<file path="config.mk">
export PLATFORM = sky130hd
export DESIGN_NAME = mem_arbiter_flat
export DESIGN_NICKNAME = d
export VERILOG_FILES = /design/src/rtl/mem_arbiter_if.sv /design/src/rtl/mem_arbiter.sv /design/src/flat_wrapper.sv
export SDC_FILE = /design/constraint.sdc
export NUM_CORES = 1
export LEC_CHECK = 0
export BUFFER_PORTS_ARGS = -buffer_cell sky130_fd_sc_hd__buf_2
export CORE_AREA = 2 2 136 138
export DETAILED_ROUTE_END_ITERATION = 12
export DIE_AREA = 0 0 138 140
export GPL_ROUTABILITY_DRIVEN = 0
export PLACE_DENSITY_LB_ADDON = 0.2
export RECOVER_POWER = 50
export SYNTH_ARGS = -nofsm -noshare
export SYNTH_HDL_FRONTEND = slang
export SYNTH_SLANG_ARGS = --single-unit
</file>
<file path="constraint.sdc">
create_clock -name clk -period 3.17 [get_ports clk]
set_clock_uncertainty 0.15 [all_clocks]
set_input_delay 0.634 -clock clk [delete_from_list [all_inputs] [get_ports clk]]
set_output_delay 0.634 -clock clk [all_outputs]
set_load 0.005 [all_outputs]
</file>
<file path="src/rtl/mem_arbiter_if.sv">
// rtl/mem_arbiter_if.sv - master-side and BRAM-side bus bundle of the memory arbiter
interface mem_arbiter_if #(
    parameter int NUM_MASTERS = 3,
    parameter int ADDR_WIDTH  = 32,
    parameter int DATA_WIDTH  = 32,
    parameter int MAX_BURST   = 8
);
    localparam int LEN_W = $clog2(MAX_BURST) + 1;
    localparam int IDX_W = $clog2(NUM_MASTERS);

    // GPU master side
    logic [NUM_MASTERS-1:0]                  i_m_req;
    logic [NUM_MASTERS-1:0]                  i_m_we;
    logic [NUM_MASTERS-1:0][ADDR_WIDTH-1:0]  i_m_addr;
    logic [NUM_MASTERS-1:0][DATA_WIDTH-1:0]  i_m_wdata;
    logic [NUM_MASTERS-1:0][LEN_W-1:0]       i_m_len;
    logic [NUM_MASTERS-1:0]                  o_m_gnt;
    logic [NUM_MASTERS-1:0]                  o_m_rvalid;
    logic [DATA_WIDTH-1:0]                   o_m_rdata;

    // BRAM side
    logic                                    o_s_req;
    logic                                    o_s_we;
    logic [ADDR_WIDTH-1:0]                   o_s_addr;
    logic [DATA_WIDTH-1:0]                   o_s_wdata;
    logic [DATA_WIDTH-1:0]                   i_s_rdata;

    // status
    logic                                    o_busy;
    logic [IDX_W-1:0]                        o_owner;

    // arbiter view
    modport slave (
        input  i_m_req, i_m_we, i_m_addr, i_m_wdata, i_m_len, i_s_rdata,
        output o_m_gnt, o_m_rvalid, o_m_rdata,
        output o_s_req, o_s_we, o_s_addr, o_s_wdata,
        output o_busy, o_owner
    );

    // environment view: the masters plus the BRAM
    modport master (
        output i_m_req, i_m_we, i_m_addr, i_m_wdata, i_m_len, i_s_rdata,
        input  o_m_gnt, o_m_rvalid, o_m_rdata,
        input  o_s_req, o_s_we, o_s_addr, o_s_wdata,
        input  o_busy, o_owner
    );
endinterface

</file>
<file path="src/rtl/mem_arbiter.sv">
// rtl/mem_arbiter.sv - round-robin burst-locking arbiter sharing one BRAM port among GPU masters
module mem_arbiter #(
    parameter int NUM_MASTERS = 3,
    parameter int ADDR_WIDTH  = 32,
    parameter int DATA_WIDTH  = 32,
    parameter int MAX_BURST   = 8
) (
    input  logic         clk,
    input  logic         glbl_rst_n,
    mem_arbiter_if.slave bus
);
    localparam int LEN_W = $clog2(MAX_BURST) + 1;
    localparam int IDX_W = $clog2(NUM_MASTERS);
    // one extra bit so rr_ptr + offset never wraps before the modulo fix-up
    localparam int CW    = IDX_W + 1;

    localparam logic [LEN_W-1:0] MAX_LEN = LEN_W'(MAX_BURST);
    localparam logic [CW-1:0]    NM      = CW'(NUM_MASTERS);

    typedef enum logic {
        ST_IDLE  = 1'b0,
        ST_BURST = 1'b1
    } state_t;

    state_t                 state_q, state_d;
    logic [IDX_W-1:0]       owner_q, owner_d;
    logic [IDX_W-1:0]       rr_ptr_q, rr_ptr_d;
    logic [LEN_W-1:0]       len_q, len_d;
    logic [LEN_W-1:0]       cnt_q, cnt_d;
    logic                   rd_pend_q, rd_pend_d;
    logic [IDX_W-1:0]       rd_owner_q, rd_owner_d;
    logic [DATA_WIDTH-1:0]  rdata_q, rdata_d;

    logic                   pick_found;
    logic [IDX_W-1:0]       pick_idx;
    logic [CW-1:0]          cand;
    logic [LEN_W-1:0]       req_len;
    logic [LEN_W-1:0]       clamped_len;
    logic [CW-1:0]          next_ptr;

    logic                   own_req;
    logic                   own_we;
    logic [ADDR_WIDTH-1:0]  own_addr;
    logic [DATA_WIDTH-1:0]  own_wdata;
    logic                   beat;

    // Round-robin search: first requester found walking cyclically from rr_ptr
    always_comb begin
        pick_found = 1'b0;
        pick_idx   = '0;
        cand       = '0;
        for (int k = 0; k < NUM_MASTERS; k++) begin
            cand = {1'b0, rr_ptr_q} + CW'(k);
            if (cand >= NM) begin
                cand = cand - NM;
            end
            if (!pick_found && bus.i_m_req[cand[IDX_W-1:0]]) begin
                pick_found = 1'b1;
                pick_idx   = cand[IDX_W-1:0];
            end
        end
    end

    // Clamp the winner's requested length into 1..MAX_BURST and compute the post-burst pointer
    always_comb begin
        req_len = bus.i_m_len[pick_idx];
        if (req_len == '0) begin
            clamped_len = LEN_W'(1);
        end else if (req_len > MAX_LEN) begin
            clamped_len = MAX_LEN;
        end else begin
            clamped_len = req_len;
        end
        next_ptr = {1'b0, owner_q} + CW'(1);
        if (next_ptr >= NM) begin
            next_ptr = '0;
        end
    end

    // Current owner's bus signals, used for beat detection and forwarding
    always_comb begin
        own_req   = bus.i_m_req[owner_q];
        own_we    = bus.i_m_we[owner_q];
        own_addr  = bus.i_m_addr[owner_q];
        own_wdata = bus.i_m_wdata[owner_q];
    end

    // Next-state logic: arbitrate in IDLE, count beats in BURST, release on last beat or dropped req
    always_comb begin
        state_d  = state_q;
        owner_d  = owner_q;
        rr_ptr_d = rr_ptr_q;
        len_d    = len_q;
        cnt_d    = cnt_q;
        beat     = 1'b0;
        unique case (state_q)
            ST_IDLE: begin
                if (pick_found) begin
                    state_d = ST_BURST;
                    owner_d = pick_idx;
                    len_d   = clamped_len;
                    cnt_d   = '0;
                end
            end
            ST_BURST: begin
                if (own_req) begin
                    beat  = 1'b1;
                    cnt_d = cnt_q + LEN_W'(1);
                end
                // an owner that stops requesting forfeits the rest of its burst
                if (!own_req || (cnt_q + LEN_W'(1) == len_q)) begin
                    state_d  = ST_IDLE;
                    rr_ptr_d = next_ptr[IDX_W-1:0];
                    cnt_d    = '0;
                end
            end
            default: begin
                state_d = ST_IDLE;
            end
        endcase
    end

    // Read-return tracking: remember who issued a read beat so its data is routed after gnt drops
    always_comb begin
        rd_pend_d  = beat && !own_we;
        rd_owner_d = beat ? owner_q : rd_owner_q;
        rdata_d    = rd_pend_q ? bus.i_s_rdata : rdata_q;
    end

    // State and pipeline registers; async reset drops any in-flight read return
    always_ff @(posedge clk or negedge glbl_rst_n) begin
        if (!glbl_rst_n) begin
            state_q    <= ST_IDLE;
            owner_q    <= '0;
            rr_ptr_q   <= '0;
            len_q      <= '0;
            cnt_q      <= '0;
            rd_pend_q  <= 1'b0;
            rd_owner_q <= '0;
            rdata_q    <= '0;
        end else begin
            state_q    <= state_d;
            owner_q    <= owner_d;
            rr_ptr_q   <= rr_ptr_d;
            len_q      <= len_d;
            cnt_q      <= cnt_d;
            rd_pend_q  <= rd_pend_d;
            rd_owner_q <= rd_owner_d;
            rdata_q    <= rdata_d;
        end
    end

    // Outputs: grant from registered state, slave strobe only on beats, read data held between returns
    always_comb begin
        bus.o_m_gnt    = '0;
        bus.o_m_rvalid = '0;
        bus.o_s_req    = 1'b0;
        bus.o_s_we     = 1'b0;
        bus.o_s_addr   = '0;
        bus.o_s_wdata  = '0;
        bus.o_busy     = (state_q == ST_BURST);
        bus.o_owner    = owner_q;
        bus.o_m_rdata  = rd_pend_q ? bus.i_s_rdata : rdata_q;
        if (state_q == ST_BURST) begin
            bus.o_m_gnt[owner_q] = 1'b1;
        end
        if (rd_pend_q) begin
            bus.o_m_rvalid[rd_owner_q] = 1'b1;
        end
        if (beat) begin
            bus.o_s_req   = 1'b1;
            bus.o_s_we    = own_we;
            bus.o_s_addr  = own_addr;
            bus.o_s_wdata = own_wdata;
        end
    end
endmodule

</file>
<file path="src/flat_wrapper.sv">
// flat-port wrapper written by rule: the top's interface ports become plain ports
module mem_arbiter_flat 
#(
    parameter int NUM_MASTERS = 3,
    parameter int ADDR_WIDTH  = 32,
    parameter int DATA_WIDTH  = 32,
    parameter int MAX_BURST   = 8
)
  (clk, glbl_rst_n, bus_i_m_req, bus_i_m_we, bus_i_m_addr, bus_i_m_wdata, bus_i_m_len, bus_i_s_rdata, bus_o_m_gnt, bus_o_m_rvalid, bus_o_m_rdata, bus_o_s_req, bus_o_s_we, bus_o_s_addr, bus_o_s_wdata, bus_o_busy, bus_o_owner);
  mem_arbiter_if #(.NUM_MASTERS(NUM_MASTERS), .ADDR_WIDTH(ADDR_WIDTH), .DATA_WIDTH(DATA_WIDTH), .MAX_BURST(MAX_BURST)) bus_i ();
  input  logic clk;
  input  logic glbl_rst_n;
  input wire logic [$bits(bus_i.i_m_req)-1:0] bus_i_m_req;
  input wire logic [$bits(bus_i.i_m_we)-1:0] bus_i_m_we;
  input wire logic [$bits(bus_i.i_m_addr)-1:0] bus_i_m_addr;
  input wire logic [$bits(bus_i.i_m_wdata)-1:0] bus_i_m_wdata;
  input wire logic [$bits(bus_i.i_m_len)-1:0] bus_i_m_len;
  input wire logic [$bits(bus_i.i_s_rdata)-1:0] bus_i_s_rdata;
  output wire logic [$bits(bus_i.o_m_gnt)-1:0] bus_o_m_gnt;
  output wire logic [$bits(bus_i.o_m_rvalid)-1:0] bus_o_m_rvalid;
  output wire logic [$bits(bus_i.o_m_rdata)-1:0] bus_o_m_rdata;
  output wire logic [$bits(bus_i.o_s_req)-1:0] bus_o_s_req;
  output wire logic [$bits(bus_i.o_s_we)-1:0] bus_o_s_we;
  output wire logic [$bits(bus_i.o_s_addr)-1:0] bus_o_s_addr;
  output wire logic [$bits(bus_i.o_s_wdata)-1:0] bus_o_s_wdata;
  output wire logic [$bits(bus_i.o_busy)-1:0] bus_o_busy;
  output wire logic [$bits(bus_i.o_owner)-1:0] bus_o_owner;
  assign bus_i.i_m_req = bus_i_m_req;
  assign bus_i.i_m_we = bus_i_m_we;
  assign bus_i.i_m_addr = bus_i_m_addr;
  assign bus_i.i_m_wdata = bus_i_m_wdata;
  assign bus_i.i_m_len = bus_i_m_len;
  assign bus_i.i_s_rdata = bus_i_s_rdata;
  assign bus_o_m_gnt = bus_i.o_m_gnt;
  assign bus_o_m_rvalid = bus_i.o_m_rvalid;
  assign bus_o_m_rdata = bus_i.o_m_rdata;
  assign bus_o_s_req = bus_i.o_s_req;
  assign bus_o_s_we = bus_i.o_s_we;
  assign bus_o_s_addr = bus_i.o_s_addr;
  assign bus_o_s_wdata = bus_i.o_s_wdata;
  assign bus_o_busy = bus_i.o_busy;
  assign bus_o_owner = bus_i.o_owner;
  mem_arbiter #(.NUM_MASTERS(NUM_MASTERS), .ADDR_WIDTH(ADDR_WIDTH), .DATA_WIDTH(DATA_WIDTH), .MAX_BURST(MAX_BURST)) u_core (.clk(clk), .glbl_rst_n(glbl_rst_n), .bus(bus_i));
endmodule
</file>
-- After elaboration in Yosys (flattened, before gate mapping)
Index checks and enable logic that the tools add are counted.
- register bits after elaboration: 48
- output and inout port bits: 107
- word-level logic and storage cells: 94
- mux-type cells: 48
- equality and inequality tests: 3
- add/sub/neg operators: 7
- reduce and logical (&&, ||, !) cells: 14
- bitwise gates (word level): 1
- $lt $le $gt $ge: 13
- operator list (cell ; number):
    $mux W32 ; 5
    $bmux W32 S2 ; 2
    $mux W4 ; 6
    $lt A2 B3 Y1 const B ; 6
    $mux W1 ; 16
    $mux W2 ; 7
    $bmux W1 S2 ; 5
    $ge A3 B2 Y1 const B ; 3
    $bmux W4 S2 ; 1
    $pmux W4 S2 ; 1
    $add A2 B1 Y3 const B ; 2
    $mux W3 ; 2
    $reduce_and A2 Y1 ; 3
    $sub A2 B2 Y2 const B ; 3
    $logic_and A1 B1 Y1 ; 5
    $add A4 B1 Y4 const B ; 1
    $demux W1 S2 ; 2
    $eq A4 B4 Y1 ; 1
    $ge A2 B1 Y1 const B ; 2
    $gt A4 B4 Y1 const B ; 1
    $logic_not A1 Y1 ; 4
    $logic_not A4 Y1 ; 1
    $add A2 B2 Y3 const B ; 1
    $ne A3 B3 Y1 const B ; 1
    5 further kinds ; 5

-- Longest topological paths before layout
- depth in word-level cells: 16
- depth in mapped cells: 10
- gate-level depth less buffers: 8

-- Worst setup path after synthesis
Ideal clock, no wire load.
- path type: register -> register
- start point: reg u_core.rr_ptr_q[0]
- end point: reg u_core.len_q[0]
- stages on the path, launching flop included: 10
- path slack: 0.659 ns
- data required time: 2.891 ns
- data arrival time: 2.232 ns
- path through: dfrtp_1 inv_1 ha_1 buf_6 and4bb_1 a211o_1 a22oi_4 mux2_1 nor4_1 o31ai_1
- cells in the longest elaborated chain, start to end: 16
- elaborated cells on any way between the ends: 34
- classes of those cells: add/sub: 5; order compare: 4; mux: 19; reduce/logical: 6
- RTL lines (what ; RTL line ; text):
    start: declaration ; mem_arbiter.sv:27 ; logic [IDX_W-1:0] rr_ptr_q, rr_ptr_d;
    start signal: assignment ; mem_arbiter.sv:144 ; rr_ptr_q <= rr_ptr_d;
    branches (longest 16 deep; another with $add A2 B1 Y3) ; -- ;
    end signal: assignment ; mem_arbiter.sv:145 ; len_q <= len_d;
    end: declaration ; mem_arbiter.sv:28 ; logic [LEN_W-1:0] len_q, len_d;
Several ways; the timed one is not identified. The select of a mux whose other input is x is not followed.
A chain may end at the register's enable or synchronous reset.

-- Final worst setup path
- start point: reg u_core.owner_q[1], in the netlist u_core.bus.o_owner[1]
- end point: out bus_o_s_addr[19]
- cells in the longest elaborated chain, start to end: 5
- elaborated cells on any way between the ends: 7
- classes of those cells: mux: 7
- RTL lines (what ; RTL line ; text):
    start: declaration ; mem_arbiter.sv:26 ; logic [IDX_W-1:0] owner_q, owner_d;
    start signal: assignment ; mem_arbiter.sv:143 ; owner_q <= owner_d;
    $bmux W1 S2 ; mem_arbiter.sv:82 ; own_req = bus.i_m_req[owner_q];
    $mux W1 (implied by the code) ; mem_arbiter.sv:82 ;
    $mux W1 ; mem_arbiter.sv:106 ; if (own_req) begin
    $mux W1 ; mem_arbiter.sv:96 ; unique case (state_q)
    $mux W32 (*) ; mem_arbiter.sv:170 ; if (beat) begin
    end: declaration ; flat_wrapper.sv:24 ; output wire logic [$bits(bus_i.o_s_addr)-1:0] bus_o_s_addr;
Every way passes the cells marked *; elsewhere a longest branch is shown, timed or not. The select of a mux whose other input is x is not followed.

==> run metrics <==
status=completed; fin util=0.350; leakage power=0.00329 uW; post-route insts no fill=1060; Fillers=1963; Hold EP=u_core.rdata_q[13]; setup_tns=0 ns; hold path startpoint=u_core.rdata_q[13]; Reg-to-Reg Start=u_core.rr_ptr_q[1]; CP max stage delay=0.63 ns; Crit Path Max Fanout=25; clk_lat worst skew=0.28 ns; Setup crit end kind=output port; Area growth syn-to-layout=54.8%; r2r endpoint=u_core.len_q[0]; Max VDD drop=0.430 mV; RSZ-0062 raised after global routing=no; Post-Syn Instances=493; fin crit share=0.891; routed wire length=17700 um; Synth Cell Area=4020 um2; CTS max path bufs=2; Slew HR=0.0396; Site Rows=49; storage element area=1210 um2; number of routed nets with antenna violations=0; I/O pin cnt=351; Fin. Hold Viols=0; drt via density=4.48; Post-synth EDFFs=0; multi-input logic area=2620 um2; grt total ovfl=0; Final Max Slew Viols=0; share of cells above drive strength 1=0.469; largest net degree at the start of global routing=45; Pre-antenna DRT Iters=6; maxcap violations=0; Iter 0 DRT Violations=210; r2r setup slk=0.40 ns; most frequent cells in the layout=338 x buf_2, 139 x nor2_1, 72 x mux2i_1, 66 x a21oi_1, 46 x dfrtp_1; Cell Chain, Critical Path=mux2i_1, o2bb2ai_1, nand2_1, buf_4, nor2_1, buf_2; R2R cell count=8; Crit Path Class=reg2out; Post-route DRC=0; Syn Area/Cell=8.16 um2; htree depth=2; commonest non-fill, non-tap cell in the layout=buf_2; post-CTS resize count=0; Worst Setup Start Kind=flip-flop; Crit-path slowest cell=dfrtp_4; HP Class=reg2reg; Port Buffer Count=350; Detailed Place HPWL=14800 um; actual slew at the worst max-slew pin=1.44 ns; vias in the first global route=4737; Netlist cell types=45; starting density of the core=0.226; WL/cell=16.7 um; routed vias=4744; cell taking the most area after synthesis=dfrtp_1; Critical Path AT=2.04 ns; CP startpoint=u_core.bus.o_owner[1]; Cells on Worst Hold Path=1; clk sinks=48; Layout Nets=1077; Placed Cells=1050; first-pass GRT wire length=26700 um; top cell type's share of synthesized area=0.299; antenna violations before repair=3; Final Setup Violations=0; Syn. warnings=0; die footprint=19300 um2; #FFs+latches synth=48; Hold Buf Count CTS=0; top_reg_cell synth=dfrtp_1; crit path time final=2.82 ns; Worst Path Required=2.39 ns; clock root buffer master=clkbuf_16; total setup buffers inserted after CTS=0; TritonCTS clock tree=done; core area=17800 um2; Pwr Density=799 nW/um2; die height=140 um; GRT Total Usage=0.174; Synth Net Count=742; FFs w/ async S/R, synth=1.00; Achievable Freq=354 MHz; clk slew on worst S/H paths=0.06 ns; die width=138 um; Area contributors post-synth=dfrtp_1 30%, mux2i_1 18%, nor2_1 13%; total CTS buffers=5; post-synthesis sequential area ratio=0.299
==> cell usage after synthesis, types with 4 or more instances <==
| cell | n |
|---|---|
| nor2_1 | 139 |
| mux2i_1 | 72 |
| a21oi_1 | 66 |
| dfrtp_1 | 48 |
| mux2_2 | 36 |
| clkbuf_1 | 21 |
| nand2_1 | 17 |
| o21ai_0 | 10 |
| buf_1 | 9 |
| buf_2 | 7 |
| inv_1 | 6 |
| ha_1 | 5 |
| and3b_1 | 4 |
==> where the power goes <==
| group | total, uW | switching [uW] | internal (uW) |
|---|---|---|---|
| clock | 626 | 231 | 395 |
| combinational | 3280 | 1800 | 1490 |
| sequential | 1060 | 159 | 902 |
| total | 4970 | 2190 | 2790 |
==> how the worst max path moves through the flow <==
| stage | to | slack (ns) | cells after the start |
|---|---|---|---|
| floorplan | u_core.len_q[0] | 0.66 | 9 |
| global placement | u_core.len_q[0] | 0.44 | 8 |
| detailed placement | u_core.len_q[0] | 0.39 | 8 |
| CTS | bus_o_s_addr[16] | 0.33 | 6 |
| global route | bus_o_s_addr[4] | 0.11 | 6 |
| finish | bus_o_s_addr[19] | 0.35 | 6 |
==> critical path: cells and delay by family, from the launching register on <==
| family | cells | cell delay, ns |
|---|---|---|
| AOI/OAI and AO/OA | 1 | 0.25 |
| muxes | 1 | 0.17 |
| buffers and inverters | 2 | 0.39 |
| and+or+nand+nor | 2 | 0.30 |
| DFF | 1 | 0.63 |
==> cell families (layout without fill, tap and decap cells) <==
group | Yosys count | count (layout) | synth area share
XOR/XNOR | 5 | 5 | 0.0177
buffers and inverters | 46 | 382 | 0.0507
AO/OA/AOI/OAI | 97 | 97 | 0.140
adder cells (fa/ha/maj) | 5 | 5 | 0.0156
flip-flops | 48 | 48 | 0.299
AND/OR/NAND/NOR | 183 | 183 | 0.194
multiplexers | 109 | 109 | 0.283
other | 0 | 2 | 0
==> per-layer routing <==
layer	part of all wire	global-route usage
met1	0.41	0.217
met2	0.49	0.305
met3	0.082	0.0414
met4	0.017	0.0365
met5	0	0
==> cell type report <==
class                           count  share of cell area
Clock buffer                        6              0.0223
Inverter                            6             0.00362
Sequential cell                    48               0.194
Tap cell                          229              0.0460
Multi-Input combinational cell    399               0.422
Timing Repair Buffer              368               0.306
Antenna cell                        2            0.000804
Clock inverter                      2             0.00623
==> registers in the layout (all words and copies together), names as in the netlist <==
signal              cells
u_core.rd_pend_q        1
u_core.cnt_q            4
u_core.rdata_q         32
u_core.rr_ptr_q         2
u_core.bus.o_owner      2
u_core.rd_owner_q       2
u_core.bus.o_busy       1
u_core.len_q            4
==> per-stage QoR <==
step / hold slack [ns] / worst slack, ns / instance area, um2 / total power [uW]
detailed placement: 0.331 / 0.385 / 6070 / 4470
global placement: 0.326 / 0.440 / 6070 / 4450
global route: 0.356 / 0.115 / 6220 / 5450
floorplan: 0.188 / 0.659 / 4020 / 3140
finish: 0.330 / 0.345 / 6220 / 4970
CTS: 0.223 / 0.325 / 6240 / 5120
(Power assumes the default switching activity.)
